===== src/rtl/multi_cycle_ctrl.sv =====
`default_nettype none
// ============================================================================
// Module   : multi_cycle_ctrl
// Function : Main control FSM for a multi-cycle MIPS datapath with a
//            memory-ready handshake. Optional macro ILLEGAL_OP_TRAP_EN makes
//            undefined opcodes enter a sticky TRAP state and adds illegalOp.
// Revision : 1.0 - initial release
// ============================================================================
module multi_cycle_ctrl #(
    parameter int STATE_W = 4
) (
    input  logic               clk,
    input  logic               rst_n,
    input  logic [5:0]         opcode,
    input  logic               memReady,
    output logic               pcWrite,
    output logic               pcWriteCond,
    output logic [1:0]         pcSource,
    output logic               iorD,
    output logic               memRead,
    output logic               memWrite,
    output logic               irWrite,
    output logic               memToReg,
    output logic               regDst,
    output logic               regWrite,
    output logic               aluSrcA,
    output logic [1:0]         aluSrcB,
    output logic [1:0]         aluOp,
    output logic               instrDone,
    output logic [STATE_W-1:0] state
`ifdef ILLEGAL_OP_TRAP_EN
    ,
    output logic               illegalOp
`endif
);

    typedef enum logic [3:0] {
        S_IDLE     = 4'd0,
        S_FETCH    = 4'd1,
        S_DECODE   = 4'd2,
        S_MEM_ADDR = 4'd3,
        S_MEM_RD   = 4'd4,
        S_MEM_WB   = 4'd5,
        S_MEM_WR   = 4'd6,
        S_EXEC     = 4'd7,
        S_R_WB     = 4'd8,
        S_BRANCH   = 4'd9,
        S_JUMP     = 4'd10,
        S_ADDI_EX  = 4'd11,
        S_ADDI_WB  = 4'd12,
        S_TRAP     = 4'd13
    } state_e;

    localparam logic [5:0] C_OP_RTYPE = 6'b000000;
    localparam logic [5:0] C_OP_J     = 6'b000010;
    localparam logic [5:0] C_OP_BEQ   = 6'b000100;
    localparam logic [5:0] C_OP_ADDI  = 6'b001000;
    localparam logic [5:0] C_OP_LW    = 6'b100011;
    localparam logic [5:0] C_OP_SW    = 6'b101011;

    logic [STATE_W-1:0] r_state;
    logic [STATE_W-1:0] w_next_state;

    always_ff @(posedge clk or negedge rst_n) begin
        if (!rst_n) begin
            r_state <= STATE_W'(S_IDLE);
        end else begin
            r_state <= w_next_state;
        end
    end

    assign state = r_state;

    always_comb begin
        w_next_state = r_state;
        pcWrite      = 1'b0;
        pcWriteCond  = 1'b0;
        pcSource     = 2'b00;
        iorD         = 1'b0;
        memRead      = 1'b0;
        memWrite     = 1'b0;
        irWrite      = 1'b0;
        memToReg     = 1'b0;
        regDst       = 1'b0;
        regWrite     = 1'b0;
        aluSrcA      = 1'b0;
        aluSrcB      = 2'b00;
        aluOp        = 2'b00;
        instrDone    = 1'b0;
`ifdef ILLEGAL_OP_TRAP_EN
        illegalOp    = 1'b0;
`endif
        case (r_state)
            STATE_W'(S_IDLE): begin
                w_next_state = STATE_W'(S_FETCH);
            end
            STATE_W'(S_FETCH): begin
                memRead = 1'b1;
                aluSrcB = 2'b01;
                irWrite = memReady;
                pcWrite = memReady;
                if (memReady) begin
                    w_next_state = STATE_W'(S_DECODE);
                end
            end
            STATE_W'(S_DECODE): begin
                // PC + (imm << 2) is computed here for a possible beq
                aluSrcB = 2'b11;
                case (opcode)
                    C_OP_LW, C_OP_SW: w_next_state = STATE_W'(S_MEM_ADDR);
                    C_OP_RTYPE:       w_next_state = STATE_W'(S_EXEC);
                    C_OP_BEQ:         w_next_state = STATE_W'(S_BRANCH);
                    C_OP_ADDI:        w_next_state = STATE_W'(S_ADDI_EX);
                    C_OP_J:           w_next_state = STATE_W'(S_JUMP);
                    default: begin
`ifdef ILLEGAL_OP_TRAP_EN
                        w_next_state = STATE_W'(S_TRAP);
`else
                        w_next_state = STATE_W'(S_FETCH);
                        instrDone    = 1'b1;
`endif
                    end
                endcase
            end
            STATE_W'(S_MEM_ADDR): begin
                aluSrcA = 1'b1;
                aluSrcB = 2'b10;
                w_next_state = (opcode == C_OP_LW) ? STATE_W'(S_MEM_RD)
                                                   : STATE_W'(S_MEM_WR);
            end
            STATE_W'(S_MEM_RD): begin
                memRead = 1'b1;
                iorD    = 1'b1;
                if (memReady) begin
                    w_next_state = STATE_W'(S_MEM_WB);
                end
            end
            STATE_W'(S_MEM_WB): begin
                regWrite     = 1'b1;
                memToReg     = 1'b1;
                instrDone    = 1'b1;
                w_next_state = STATE_W'(S_FETCH);
            end
            STATE_W'(S_MEM_WR): begin
                memWrite  = 1'b1;
                iorD      = 1'b1;
                instrDone = memReady;
                if (memReady) begin
                    w_next_state = STATE_W'(S_FETCH);
                end
            end
            STATE_W'(S_EXEC): begin
                aluSrcA      = 1'b1;
                aluOp        = 2'b10;
                w_next_state = STATE_W'(S_R_WB);
            end
            STATE_W'(S_R_WB): begin
                regWrite     = 1'b1;
                regDst       = 1'b1;
                instrDone    = 1'b1;
                w_next_state = STATE_W'(S_FETCH);
            end
            STATE_W'(S_BRANCH): begin
                aluSrcA      = 1'b1;
                aluOp        = 2'b01;
                pcWriteCond  = 1'b1;
                pcSource     = 2'b01;
                instrDone    = 1'b1;
                w_next_state = STATE_W'(S_FETCH);
            end
            STATE_W'(S_JUMP): begin
                pcWrite      = 1'b1;
                pcSource     = 2'b10;
                instrDone    = 1'b1;
                w_next_state = STATE_W'(S_FETCH);
            end
            STATE_W'(S_ADDI_EX): begin
                aluSrcA      = 1'b1;
                aluSrcB      = 2'b10;
                aluOp        = 2'b11;
                w_next_state = STATE_W'(S_ADDI_WB);
            end
            STATE_W'(S_ADDI_WB): begin
                regWrite     = 1'b1;
                instrDone    = 1'b1;
                w_next_state = STATE_W'(S_FETCH);
            end
`ifdef ILLEGAL_OP_TRAP_EN
            STATE_W'(S_TRAP): begin
                illegalOp    = 1'b1;
                w_next_state = STATE_W'(S_TRAP);
            end
`endif
            default: begin
                w_next_state = STATE_W'(S_IDLE);
            end
        endcase
    end

endmodule
`default_nettype wire


===== config.mk =====
export PLATFORM = sky130hd
export DESIGN_NAME = multi_cycle_ctrl
export DESIGN_NICKNAME = d
export VERILOG_FILES = /design/src/rtl/multi_cycle_ctrl.sv
export SDC_FILE = /design/constraint.sdc
export NUM_CORES = 1
export LEC_CHECK = 0
export CAP_MARGIN = 0
export CORE_MARGIN = 10
export CORE_UTILIZATION = 36
export CTS_BUF_LIST = sky130_fd_sc_hd__clkbuf_4 sky130_fd_sc_hd__clkbuf_8 sky130_fd_sc_hd__clkbuf_16
export DETAILED_ROUTE_END_ITERATION = 8
export GPL_ROUTABILITY_DRIVEN = 0
export GPL_TIMING_DRIVEN = 0
export HOLD_SLACK_MARGIN = 0.08
export MAX_ROUTING_LAYER = met4
export PLACE_DENSITY = 0.77
export SLEW_MARGIN = 20
export SYNTH_ARGS = -nofsm -noshare
export SYNTH_HDL_FRONTEND = slang
export SYNTH_SLANG_ARGS = --single-unit

===== constraint.sdc =====
create_clock -name clk -period 2.15 [get_ports clk]
set_clock_uncertainty 0.05 [all_clocks]
set_input_delay 0.43 -clock clk [delete_from_list [all_inputs] [get_ports clk]]
set_output_delay 0.43 -clock clk [all_outputs]
set_load 0.02 [all_outputs]

==> results by group <==
Global routing
  – Global-route wire length before repair: around 2900 µm
  – Largest net degree at the start of global routing: 11
  – Vias in the first global route: around 640
  – Antenna violations before repair: 0
  – GRT overflow: 0
  – Gr usage total: between 10% and 20%

Pwr
  – Static leakage: 0.407 nW
  – Switch Pwr: 0.572 mW
  – Sequential Power Share: 13.8%
  – Max rail drop VDD: between 0.7 and 0.8 mV
  – Power Total: about 1.1 mW
  – Clock share of power: 8.3%
  – Int Pwr: around 0.5 mW
  – Gate power share: ~78%
  – Switch share: a little over half
  – Pwr dens: ~1300 nW/µm²

Cells and area
  – Most common cell after layout, fill and taps aside: nor2_1
  – Antenna Cells: 0
  – Layout area overhead: 60.0%
  – Highest-count cells in the layout ignoring fill and taps: 12 x nor2_1, 10 x dlygate4sd2_1, 7 x clkbuf_2, 7 x a21oi_1, 7 x clkdlybuf4s50_1
  – FF/Latch Area: 101 µm²
  – Area of the multi-input gates: 379 µm²
  – Layout cells sized above 1: 21.3%
  – # fillers: 137
  – Number of flip-flops in the largest register: 4
  – Fin nets: 119

Outcome
  – Status: finished, violations left
  – Failing checks: setup timing

Timing
  – Hold WS: 0.345 ns
  – Worst-margin pin slew: around 0.36 ns
  – Peak Freq: between 400 and 500 MHz
  – Max-slew headroom: 75.8%
  – Final Hold Viols: 0
  – Fin crit share: 100%
  – Slew Limit Fails: 0
  – Final setup vio count: 1
  – Unrepaired setup endpoints after global routing: true
  – Final worst path period need: approximately 2.2 ns
  – Post-route setup slack: -0.00423 ns

Synthesis
  – Gate Count Post-Synth: 76
  – Simple-Gate Fraction of Synth Area: between 30% and 40%
  – Cell Area, Synth: between 500 and 600 µm²
  – Synth top area share: 19.7%
  – Syn Nets: 85
  – Top cells by area, synth: dfrtp_1 20%, nor2_1 9.6%, a21oi_1 6.9%
  – Most area-hungry cell type in the Yosys netlist: dfrtp_1
  – Synth unique cells: 30
  – XOR/XNOR Fraction of Synth Area: 3.44%
  – Synth Area in Compound Gates: 31.2%
  – Main combinational cell family by area after synthesis: simple AND/OR/NAND/NOR gates
  – Sequential element share of the synthesized area: approximately 20%
  – Mux cell area share after synthesis: 0%
  – Seq cells post-synth: 4
  – Avg Cell Area, Syn: ~6.7 µm²
  – Adder-cell share of the synthesized area: 0%
  – Yosys Warn Count: 0

Setup path
  – Worst R2R End: state[0]$_DFFE_PN0P_
  – Crit-path cells: buf_2 > or4_1 > a211o_1 > nand4_1 > nand3_1 > buf_6
  – Reg2Reg Depth: 4
  – Setup slack, reg-to-reg: 0.62 ns
  – Worst path max stage delay: about 0.53 ns
  – Critical path peak fanout: 5
  – CP Launch Type: input port
  – Critical path type: input port to primary output
  – Nature of the critical path endpoint: primary output
  – RR Startpoint: state[1]$_DFFE_PN0P_
  – Worst EP arrival: 1.67 ns
  – Worst Path Required: approximately 1.7 ns
  – CP max-delay cell: or4_1

Clock network
  – Clk buf depth: 2
  – CTS sink count: 4
  – CTS tree: built
  – Clock-pin slew on the worst setup and hold paths: approximately 0.040 ns
  – CTS buffer count: 3
  – # hold bufs at CTS: 0
  – H-tree levels: 1
  – Setup bufs post-CTS: 0
  – Root Buffer: clkbuf_4
  – Clk_lat worst skew: roughly 0.23 ns

Floorplan
  – Die Width: just under 60 µm
  – Die Y: between 50 and 60 µm
  – Core area: about 1300 µm²
  – Rows: 13
  – Ports: 30
  – Starting Density: approximately two fifths
  – Die area: about 3300 µm²

Detailed routing
  – DR WL/cell: about 14 µm
  – DR iter-0 viols: 11
  – TritonRoute pass-1 iters: 4
  – Post-route ant nets: 0
  – Final wirelength: between 1500 and 2000 µm
  – Remaining DRCs: 0
  – Vias/cell: about 5.5
  – Detailed-route via count: 672

Min path
  – Hold crit path type: input port to async pin

Placed design
  – Port-buffer cells: 29
  – Dpl hpwl: between 1000 and 1500 µm

Job
  – Max-cap viol count: 0
==> power by group through the flow <==
stage                     combinational (mW)  clock (mW)  sequential [mW]
final                                  0.842      0.0902            0.149
after global routing                   0.917      0.0977            0.156
after CTS                              0.838      0.0917            0.149
after detailed placement               0.900           0            0.145
after global placement                 0.888           0            0.145
after floorplan                        0.486           0            0.172
==> worst max-delay path by stage <==
stage          startpoint         to  slack (ns)
6_report        opcode[5]  instrDone      -0.004
5_1_grt         opcode[5]  instrDone       -0.05
4_1_cts         opcode[3]  instrDone       -0.21
3_3_place_gp    opcode[1]  instrDone       -0.78
3_5_place_dp    opcode[1]  instrDone       -0.83
2_1_floorplan   opcode[3]  instrDone        0.17
==> through the flow <==
stage | setup WS [ns] | setup TNS [ns] | util [%] | cell area [µm²] | instances
floorplan | 0.173 | 0 | - | 509 | 76
global placement | -0.778 | -1.56 | 62.1 | 818 | 120
detailed placement | -0.826 | -1.75 | 62.1 | 818 | 120
CTS | -0.212 | -0.212 | 62.7 | 826 | 123
global route | -0.0468 | -0.0468 | 61.8 | 815 | 123
finish | -0.00423 | -0.00423 | 61.8 | 815 | 123
==> logic make-up (layout without fill, tap and decap cells) <==
logic type,Yosys count,after routing
DFF,4,4
buffers and inverters,8,40
and+or+nand+nor,38,38
xor gates and xnor gates,2,2
AOI/OAI and AO/OA,24,24
==> synthesized netlist by cell type <==
cell type / number
o22ai_1: 2
buf_2: 1
nand3_1: 2
a21oi_1: 7
nor3_1: 3
nor3b_1: 1
buf_1: 1
nand2b_1: 4
or4_1: 2
nor2_1: 13
or4b_1: 1
dfrtp_1: 4
buf_4: 1
o21ai_0: 6
o31ai_1: 2
inv_1: 2
nand4_1: 1
a21boi_0: 1
a222oi_1: 1
nand2_1: 5
o211ai_1: 1
nor3_2: 1
a2111oi_2: 1
a22o_1: 1
a211o_1: 2
clkbuf_1: 3
and3_1: 2
xor2_1: 1
xnor2_1: 1
nor2b_1: 3
==> critical path, delay by kind of cell <==
kind	cells	cell delay, ns
AOI/OAI and AO/OA	1	0.27
and+or+nand+nor	3	0.71
buffers and inverters	2	0.27
==> layout make-up <==
class / count / share of cell area, %
multi-input cells: 64 / 46.5
clock buffers: 3 / 2.76
repair buffers: 29 / 30.7
plain buffers: 6 / 4.30
flip-flops and latches: 4 / 12.4
inverters: 2 / 0.922
well taps: 15 / 2.30
==> timing repair <==
action / in CTS / in global routing
hold endpoints to repair: 0 / 0
endpoints found under the setup margin: 17 / 8
pin swaps: 0 / 2
gates resized for setup: 33 / 25
==> routing by layer <==
layer  vias up  track usage (%)  routed length [µm]
met5         -                -                   0
met4         0             4.03                   0
met1       302             11.0                 764
met2        24             17.8                 859
li1        346                -                   -
met3         0             3.92                 136
(Power assumes the default switching activity.)
